### src/rtl/uart_port.sv
// Single-clock UART: tick-enabled baud timebase, valid/ready transmitter and
// oversampling receiver with glitch rejection. Define UART_LOOPBACK_EN to add an internal txd->rx loopback.
module uart_port #(
  parameter int CLOCK_RATE = 200_000_000,
  parameter int BAUD_RATE  = 9600,
  parameter int DATA_BITS  = 8,
  parameter int PARITY     = 0,
  parameter int STOP_BITS  = 1,
  parameter int OVERSAMPLE = 16
) (
  input  logic                 clk,
  input  logic                 rst_n,
  input  logic                 tx_valid,
  output logic                 tx_ready,
  input  logic [DATA_BITS-1:0] tx_data,
  output logic                 txd,
  output logic                 tx_busy,
  input  logic                 rxd,
`ifdef UART_LOOPBACK_EN
  input  logic                 loopback,
`endif
  output logic                 rx_valid,
  output logic [DATA_BITS-1:0] rx_data,
  output logic                 parity_error,
  output logic                 framing_error
);

  localparam int DIV   = (CLOCK_RATE + (BAUD_RATE * OVERSAMPLE) / 2) / (BAUD_RATE * OVERSAMPLE);
  localparam int DIV_W = (DIV > 1) ? $clog2(DIV) : 1;
  localparam int SUB_W = $clog2(OVERSAMPLE);
  localparam logic [DIV_W-1:0] DIV_LAST  = DIV_W'(DIV - 1);
  localparam logic [SUB_W-1:0] SUB_LAST  = SUB_W'(OVERSAMPLE - 1);
  localparam logic [SUB_W-1:0] HALF_LAST = SUB_W'(OVERSAMPLE / 2 - 1);
  localparam logic [3:0]       DATA_LAST = 4'(DATA_BITS - 1);
  localparam logic [3:0]       STOP_LAST = 4'(STOP_BITS - 1);
  localparam logic             PAR_ODD   = (PARITY == 1);

  if (DATA_BITS < 5 || DATA_BITS > 9 || PARITY < 0 || PARITY > 2 ||
      (STOP_BITS != 1 && STOP_BITS != 2) || OVERSAMPLE < 8 ||
      (OVERSAMPLE % 2) != 0 || DIV < 1) begin : g_param_check
    $error("uart_port: illegal parameter combination");
  end

  // Baud timebase: one-clock enable every DIV clocks
  logic [DIV_W-1:0] div_cnt;
  logic             tick;
  assign tick = (div_cnt == DIV_LAST);

  always_ff @(posedge clk or negedge rst_n) begin
    if (!rst_n)    div_cnt <= '0;
    else if (tick) div_cnt <= '0;
    else           div_cnt <= div_cnt + 1'b1;
  end

  // Transmitter. Handshake: a byte transfers on any clock where
  // tx_valid && tx_ready; tx_ready is high only in TX_IDLE.
  typedef enum logic [2:0] {TX_IDLE, TX_START, TX_DATA, TX_PARITY, TX_STOP} tx_state_t;
  tx_state_t            tx_state;
  logic [DATA_BITS-1:0] tx_shift;
  logic                 tx_par;
  logic [SUB_W-1:0]     tx_sub;
  logic [3:0]           tx_bit;
  logic                 tx_bit_end;
  assign tx_bit_end = tick && (tx_sub == SUB_LAST);

  always_ff @(posedge clk or negedge rst_n) begin
    if (!rst_n) begin
      tx_state <= TX_IDLE;
      txd      <= 1'b1;
      tx_ready <= 1'b1;
      tx_busy  <= 1'b0;
      tx_shift <= '0;
      tx_par   <= 1'b0;
      tx_sub   <= '0;
      tx_bit   <= '0;
    end else begin
      if (tx_state != TX_IDLE && tick)
        tx_sub <= tx_bit_end ? '0 : tx_sub + 1'b1;
      case (tx_state)
        TX_IDLE: if (tx_valid && tx_ready) begin
          tx_shift <= tx_data;
          tx_par   <= (^tx_data) ^ PAR_ODD;
          tx_sub   <= '0;
          tx_bit   <= '0;
          txd      <= 1'b0;
          tx_ready <= 1'b0;
          tx_busy  <= 1'b1;
          tx_state <= TX_START;
        end
        TX_START: if (tx_bit_end) begin
          txd      <= tx_shift[0];
          tx_shift <= tx_shift >> 1;
          tx_bit   <= '0;
          tx_state <= TX_DATA;
        end
        TX_DATA: if (tx_bit_end) begin
          if (tx_bit == DATA_LAST) begin
            tx_bit <= '0;
            if (PARITY != 0) begin
              txd      <= tx_par;
              tx_state <= TX_PARITY;
            end else begin
              txd      <= 1'b1;
              tx_state <= TX_STOP;
            end
          end else begin
            txd      <= tx_shift[0];
            tx_shift <= tx_shift >> 1;
            tx_bit   <= tx_bit + 1'b1;
          end
        end
        TX_PARITY: if (tx_bit_end) begin
          txd      <= 1'b1;
          tx_bit   <= '0;
          tx_state <= TX_STOP;
        end
        TX_STOP: if (tx_bit_end) begin
          if (tx_bit == STOP_LAST) begin
            tx_ready <= 1'b1;
            tx_busy  <= 1'b0;
            tx_state <= TX_IDLE;
          end else begin
            tx_bit <= tx_bit + 1'b1;
          end
        end
        default: tx_state <= TX_IDLE;
      endcase
    end
  end

  // Receiver front end: 2-FF synchroniser and falling-edge detect
  logic rx_in, rx_s1, rx_s2, rx_prev, rx_fall;
`ifdef UART_LOOPBACK_EN
  assign rx_in = loopback ? txd : rxd;
`else
  assign rx_in = rxd;
`endif
  assign rx_fall = rx_prev && !rx_s2;

  always_ff @(posedge clk or negedge rst_n) begin
    if (!rst_n) begin
      rx_s1   <= 1'b1;
      rx_s2   <= 1'b1;
      rx_prev <= 1'b1;
    end else begin
      rx_s1   <= rx_in;
      rx_s2   <= rx_s1;
      rx_prev <= rx_s2;
    end
  end

  typedef enum logic [2:0] {RX_IDLE, RX_START, RX_DATA, RX_PARITY, RX_STOP, RX_WAIT_HIGH} rx_state_t;
  rx_state_t            rx_state;
  logic [DATA_BITS-1:0] rx_shift;
  logic                 rx_par_bit;
  logic [SUB_W-1:0]     rx_sub;
  logic [3:0]           rx_bit;
  logic                 rx_bit_end;
  assign rx_bit_end = tick && (rx_sub == SUB_LAST);

  always_ff @(posedge clk or negedge rst_n) begin
    if (!rst_n) begin
      rx_state      <= RX_IDLE;
      rx_shift      <= '0;
      rx_par_bit    <= 1'b0;
      rx_sub        <= '0;
      rx_bit        <= '0;
      rx_valid      <= 1'b0;
      rx_data       <= '0;
      parity_error  <= 1'b0;
      framing_error <= 1'b0;
    end else begin
      rx_valid <= 1'b0;
      if ((rx_state == RX_DATA || rx_state == RX_PARITY || rx_state == RX_STOP) && tick)
        rx_sub <= rx_bit_end ? '0 : rx_sub + 1'b1;
      case (rx_state)
        RX_IDLE: if (rx_fall) begin
          rx_sub   <= '0;
          rx_state <= RX_START;
        end
        // Half a bit in: a high line here means the edge was a glitch
        RX_START: if (tick) begin
          if (rx_sub == HALF_LAST) begin
            rx_sub   <= '0;
            rx_bit   <= '0;
            rx_state <= rx_s2 ? RX_IDLE : RX_DATA;
          end else begin
            rx_sub <= rx_sub + 1'b1;
          end
        end
        RX_DATA: if (rx_bit_end) begin
          rx_shift <= {rx_s2, rx_shift[DATA_BITS-1:1]};
          if (rx_bit == DATA_LAST)
            rx_state <= (PARITY != 0) ? RX_PARITY : RX_STOP;
          else
            rx_bit <= rx_bit + 1'b1;
        end
        RX_PARITY: if (rx_bit_end) begin
          rx_par_bit <= rx_s2;
          rx_state   <= RX_STOP;
        end
        RX_STOP: if (rx_bit_end) begin
          rx_valid      <= 1'b1;
          rx_data       <= rx_shift;
          parity_error  <= (PARITY != 0) && (rx_par_bit != ((^rx_shift) ^ PAR_ODD));
          framing_error <= !rx_s2;
          rx_state      <= rx_s2 ? RX_IDLE : RX_WAIT_HIGH;
        end
        RX_WAIT_HIGH: if (rx_s2) rx_state <= RX_IDLE;
        default: rx_state <= RX_IDLE;
      endcase
    end
  end

endmodule
### config.mk
export PLATFORM = sky130hd
export DESIGN_NAME = uart_port
export DESIGN_NICKNAME = d
export VERILOG_FILES = /design/src/rtl/uart_port.sv
export SDC_FILE = /design/constraint.sdc
export NUM_CORES = 1
export LEC_CHECK = 0
export ABC_CLOCK_PERIOD_IN_PS = 1800
export CAP_MARGIN = 5
export CORE_MARGIN = 4
export CORE_UTILIZATION = 49
export DETAILED_ROUTE_END_ITERATION = 12
export MAX_ROUTING_LAYER = met4
export PLACE_DENSITY = 0.79
export SLEW_MARGIN = 20
export SYNTH_ARGS = -nofsm -noshare
export SYNTH_HDL_FRONTEND = slang
export SYNTH_SLANG_ARGS = --single-unit
### constraint.sdc
create_clock -name clk -period 1.8 [get_ports clk]
set_input_delay 0.36 -clock clk [delete_from_list [all_inputs] [get_ports clk]]
set_output_delay 0.36 -clock clk [all_outputs]
set_load 0.05 [all_outputs]
* Word-level counts from Yosys, hierarchy flattened *
Cells that the tools add are included.

word-level totals
  output and inout bits = 14
  bits in registers = 65
  bits of input ports = 12
  logic and storage cells = 147

operators by class
  reductions and logical operators = 28
  equality and inequality tests = 34
  add/sub/neg operators = 5
  muxes and demuxes = 62

operator list
  operator               count
  $mux 4                 19
  $mux 3                 16
  $ne 2x2->1 const B     17
  $mux 8                 4
  $pmux 8 s3             1
  $pmux 3 s6             1
  $add 4x1->4 const B    4
  $pmux 4 s2             2
  $pmux 4 s4             1
  $pmux 3 s5             1
  $reduce_and 5->1       3
  $eq 3x2->1 const B     4
  $eq 4x3->1 const B     3
  $mux 1                 12
  $add 11x1->11 const B  1
  $eq 11x11->1 const B   1
  $mux 11                1
  $eq 3x3->1 const B     3
  $eq 4x4->1 const B     2
  $reduce_and 8->1       1
  $reduce_bool 4->1      2
  $reduce_and 7->1       1
  $eq 3x1->1 const B     2
  $logic_and 1x1->1      6
  other kinds (14)       21

* Longest topological paths before layout *
  depth in word-level cells = 7
  mapped depth = 8
  gate-level depth less buffers = 7

* Worst setup path after synthesis *
OpenSTA, ideal clock, no wires.

  path type = register to register
  start = register rx_sub[0]
  end = register rx_state[2]
  period minus slack after synthesis = 1.952 ns
  slack = -0.152 ns
  path buffers = 1
  arrival = 1.833 ns
  cell stages (with the launch flop) = 8
  cell sequence = dfrtp_1 ha_1 and3_1 clkbuf_2 nor4b_1 o221ai_1 o21ai_0 a21bo_2

on the way
  cells in the longest elaborated chain, start to end = 4
  elaborated cells between the ends (all ways) = 8

RTL lines
  what                                   line  text
  from (decl)                            156   logic [SUB_W-1:0] rx_sub;
  from (signal assigned)                 175   rx_sub <= rx_bit_end ? '0 : rx_sub + 1'b1;
  from (signal assigned)                 188   rx_sub <= rx_sub + 1'b1;
  $eq 4x4->1                             159   assign rx_bit_end = tick && (rx_sub == SUB_LAST);
  $logic_and 1x1->1                      159
  $ne 2x2->1 (no source line)            --
  $reduce_and 8->1 (no source line) (*)  --
  to (signal assigned)                   186   rx_state <= rx_s2 ? RX_IDLE : RX_DATA;
  to (signal assigned)                   194   rx_state <= (PARITY != 0) ? RX_PARITY : RX_STOP;
  to (signal assigned)                   207   rx_state <= rx_s2 ? RX_IDLE : RX_WAIT_HIGH;
  to (decl)                              153   rx_state_t rx_state;

Every way passes the cells marked *; elsewhere a longest branch is shown, timed or not.
A chain may end at the register's enable or synchronous reset.

* Worst setup path in the final report *
  start = register div_cnt[1]
  end = register rx_sub[3]

on the way
  cells in the longest elaborated chain, start to end = 6
  elaborated cells between the ends (all ways) = 8

RTL lines
  what                              line      text
  from (decl)                       45        logic [DIV_W-1:0] div_cnt;
  from (signal assigned)            52        else div_cnt <= div_cnt + 1'b1;
  $eq 11x11->1 (*)                  47        assign tick = (div_cnt == DIV_LAST);
  $logic_and 1x1->1                 159
  $mux 4                            175
  $mux 4                            174       if ((rx_state == RX_DATA || rx_state == RX_PARITY || rx_state == RX_STOP) && tick)
  $mux 4, on equally long branches  182, 177
  $pmux 4 s2 (*)                    176       case (rx_state)

Marked as above.

==> metrics.txt <==
Die X 90.22 µm; Arrival @ worst endpoint 2210 ps; post-route cell area 4474 µm²; Yosys top cell by area dfrtp_1; RD Place Congestion 0.9012; post-route setup TNS -3842 ps; number of global-route vias before repair 2641; largest stage delay on the critical path 500 ps; R2R setup slack -210 ps; Final Skew 15.90 ps; Pwr per Cell Area 640.2 nW/µm²; largest net degree at the start of global routing 66; Via-to-Cell Ratio 5.784; Die Ht 90.22 µm; share of layout cells above drive strength 1 36.62%; Final setup violation count 44; clk_lat worst skew 340 ps; Final min period 2006 ps; dpl ws -121.2 ps; clock root buffer clkbuf_8; Slew HR 60.54%; LEAKAGE 2.019 nW; Slew @ Worst Pin 590.7 ps; final core utilization 69.28%; GRT Residual Overflow 0; family with the most delay on the worst path simple AND/OR/NAND/NOR gates; die area 8139 µm²; Cell Area, Placed 3959 µm²; fin. max-slew vios 0; multi-input logic area 1805 µm²; TritonCTS buffer count 9; FFs w/ async S/R, synth 100.0%; first-pass GRT wire length 12490 µm; CTS clk-pin slew, worst paths 80 ps; Max VDD drop 0.5376 mV; CTS tree done; via count 2736; sequential share of the synthesized area 49.30%; Hold-fix buffers, CTS 0; Req. time, crit path 2000 ps; EDFF count, synth 0; post-synthesis cell area 3312 µm²; wirelength, routed 7908 µm; DR pass1 iterations 5; Avg Cell Area, Syn 10.55 µm²; drt first-iter violations 153; P&R area growth vs syn 35.10%; Max Fclk 0.4985 GHz; CTS sink cnt 65; nets 410; routed len/inst 16.72 µm; top-area cell type share of the netlist area 45.33%; initial antenna violation count 0; sequential cell area 1633 µm²; synth warn 0; Antenna Nets Post-Route 0; Buffers on Ports 24; Mapped Cells 314; Initial Utilization 51.28%; FILL cells 461; final worst slack -206.2 ps; CTS Buffer Depth 2; Fin. Hold Viols 0; Yosys reg bits 65; crit-path cells inv_2, ha_4, nand4bb_4, or3_4, buf_6, o41ai_4, o22ai_1; syn_nets 333; WP buf/inv 2; Core Rows 29; Setup crit end kind flip-flop; kind of critical path reg -> reg; Crit-path slowest cell or3_4; ys flop type dfrtp_1; worst min path class in -> async; CP max FO 7; status complete, but fails checks; largest cells by area after synthesis dfrtp_1 (45%), mux2_2 (5.4%), dfstp_2 (4.0%); H-tree depth 3; CP startpoint kind flip-flop; ANT cells 0; RSZ-0062 raised after global routing yes; core area 6459 µm²; Top Ports 26; Tcrit/Tclk final 111.5%; unique cell type count in the Yosys netlist 59; failing checks negative setup slack; hpwl dp 5031 µm; MaxCap Viol Count 0; GRT Total Usage 18.97%; Residual DRC 0
==> metal layers <==
layer  part of all wire, %  global-route usage (%)  vias up
li1                      -                       -     1284
met1                    44                   24.14     1373
met2                    51                   30.99       60
met3                   2.4                   2.922       19
met4                   1.8                   6.633        0
met5                     0                       -        -
==> final cells by class <==
| cell class | instances | share of cell area [%] |
|---|---|---|
| Tap cell | 77 | 2.153 |
| Multi-Input combinational cell | 229 | 40.35 |
| Sequential cell | 65 | 36.49 |
| Inverter | 9 | 0.7550 |
| Timing Repair Buffer | 77 | 15.77 |
| Clock inverter | 7 | 1.706 |
| Clock buffer | 9 | 2.768 |
==> worst paths after layout <==
kind	startpoint	endpoint	cells past startpoint
setup / recovery	div_cnt[1]	rx_sub[3]	7
hold / removal	rst_n	tx_bit[0]	2
setup reg to reg	div_cnt[1]	rx_sub[3]	7
hold reg to reg	rx_s1	rx_s2	0
max in group asynchronous	rst_n	rx_s2	2
min in group clk	rx_s1	rx_s2	0
==> state kept, by name, summed over array words and instances, names as in the netlist <==
signal / count
div_cnt: 11
framing_error: 1
rx_bit: 4
rx_data: 8
rx_prev: 1
rx_s1: 1
rx_s2: 1
rx_shift: 8
rx_state: 3
rx_sub: 4
rx_valid: 1
tx_bit: 4
tx_busy: 1
tx_ready: 1
tx_shift: 8
tx_state: 3
tx_sub: 4
txd: 1
==> where the power goes <==
part / switching, W / internal (W) / leakage (nW)
Clock: 0.000600 / 0.000648 / 0.0962
Combinational: 0.0000770 / 0.0000582 / 1.07
Sequential: 0.0000118 / 0.00147 / 0.851
==> placed cells by master, fill, tap and decap left out, types with 7 or more instances in the layout <==
master           count
dfrtp_1             60
buf_4               51
nor2_1              29
nand2_1             21
a21oi_1             16
mux2_2              15
nand3_1             12
mux2i_1             11
clkdlybuf4s50_1     10
buf_6               10
o21ai_0              9
clkbuf_8             9
inv_1                8
a21oi_2              8
xnor2_1              7
nand2b_1             7
==> stage by stage <==
stage | hold WS (ps) | std cells | power [W]
CTS | 29.77 | 465 | 0.002873
floorplan | 64.41 | 314 | 0.001561
detailed placement | 346.8 | 444 | 0.001635
global placement | 346.1 | 444 | 0.001632
finish | 5.535 | 473 | 0.002864
global route | 38.00 | 473 | 0.002981
==> cell usage after synthesis, drive strengths merged, types with 2 or more instances <==
library cell	n
xnor2	7
o221ai	2
nor3b	4
nand3	14
nand2	22
dfrtp	60
mux2	16
o22ai	5
and3	4
a21oi	25
nor4	2
nand3b	4
nand2b	7
a22oi	2
a211o	2
o21ai	14
o41ai	2
mux2i	11
clkbuf	4
a211oi	2
inv	9
and2	3
a21o	2
or3	2
nor3	8
xor2	4
nor2	32
ha	7
dfstp	5
or2	2
nor2b	3
o31ai	2
buf	7
a22o	4
==> cell families after synthesis <==
group                    count (synthesis)  share of synthesized area, %
flip-flops                              65                         49.30
XOR/XNOR                                11                         2.909
buffers and inverters                   20                         2.984
other                                    1                        0.1132
adder cells (fa/ha/maj)                  7                         2.644
AO/OA/AOI/OAI                           70                         14.17
multiplexers                            27                         8.765
AND/OR/NAND/NOR                        113                         19.12
==> repair_timing <==
action                                  CTS  global route
cloned                                    0             1
endpoints found under the setup margin   45            54
resized for setup                         9            34
pin swaps                                 2            17
setup buffers                             5             7
No activity file was read; power rests on OpenSTA's default activity.
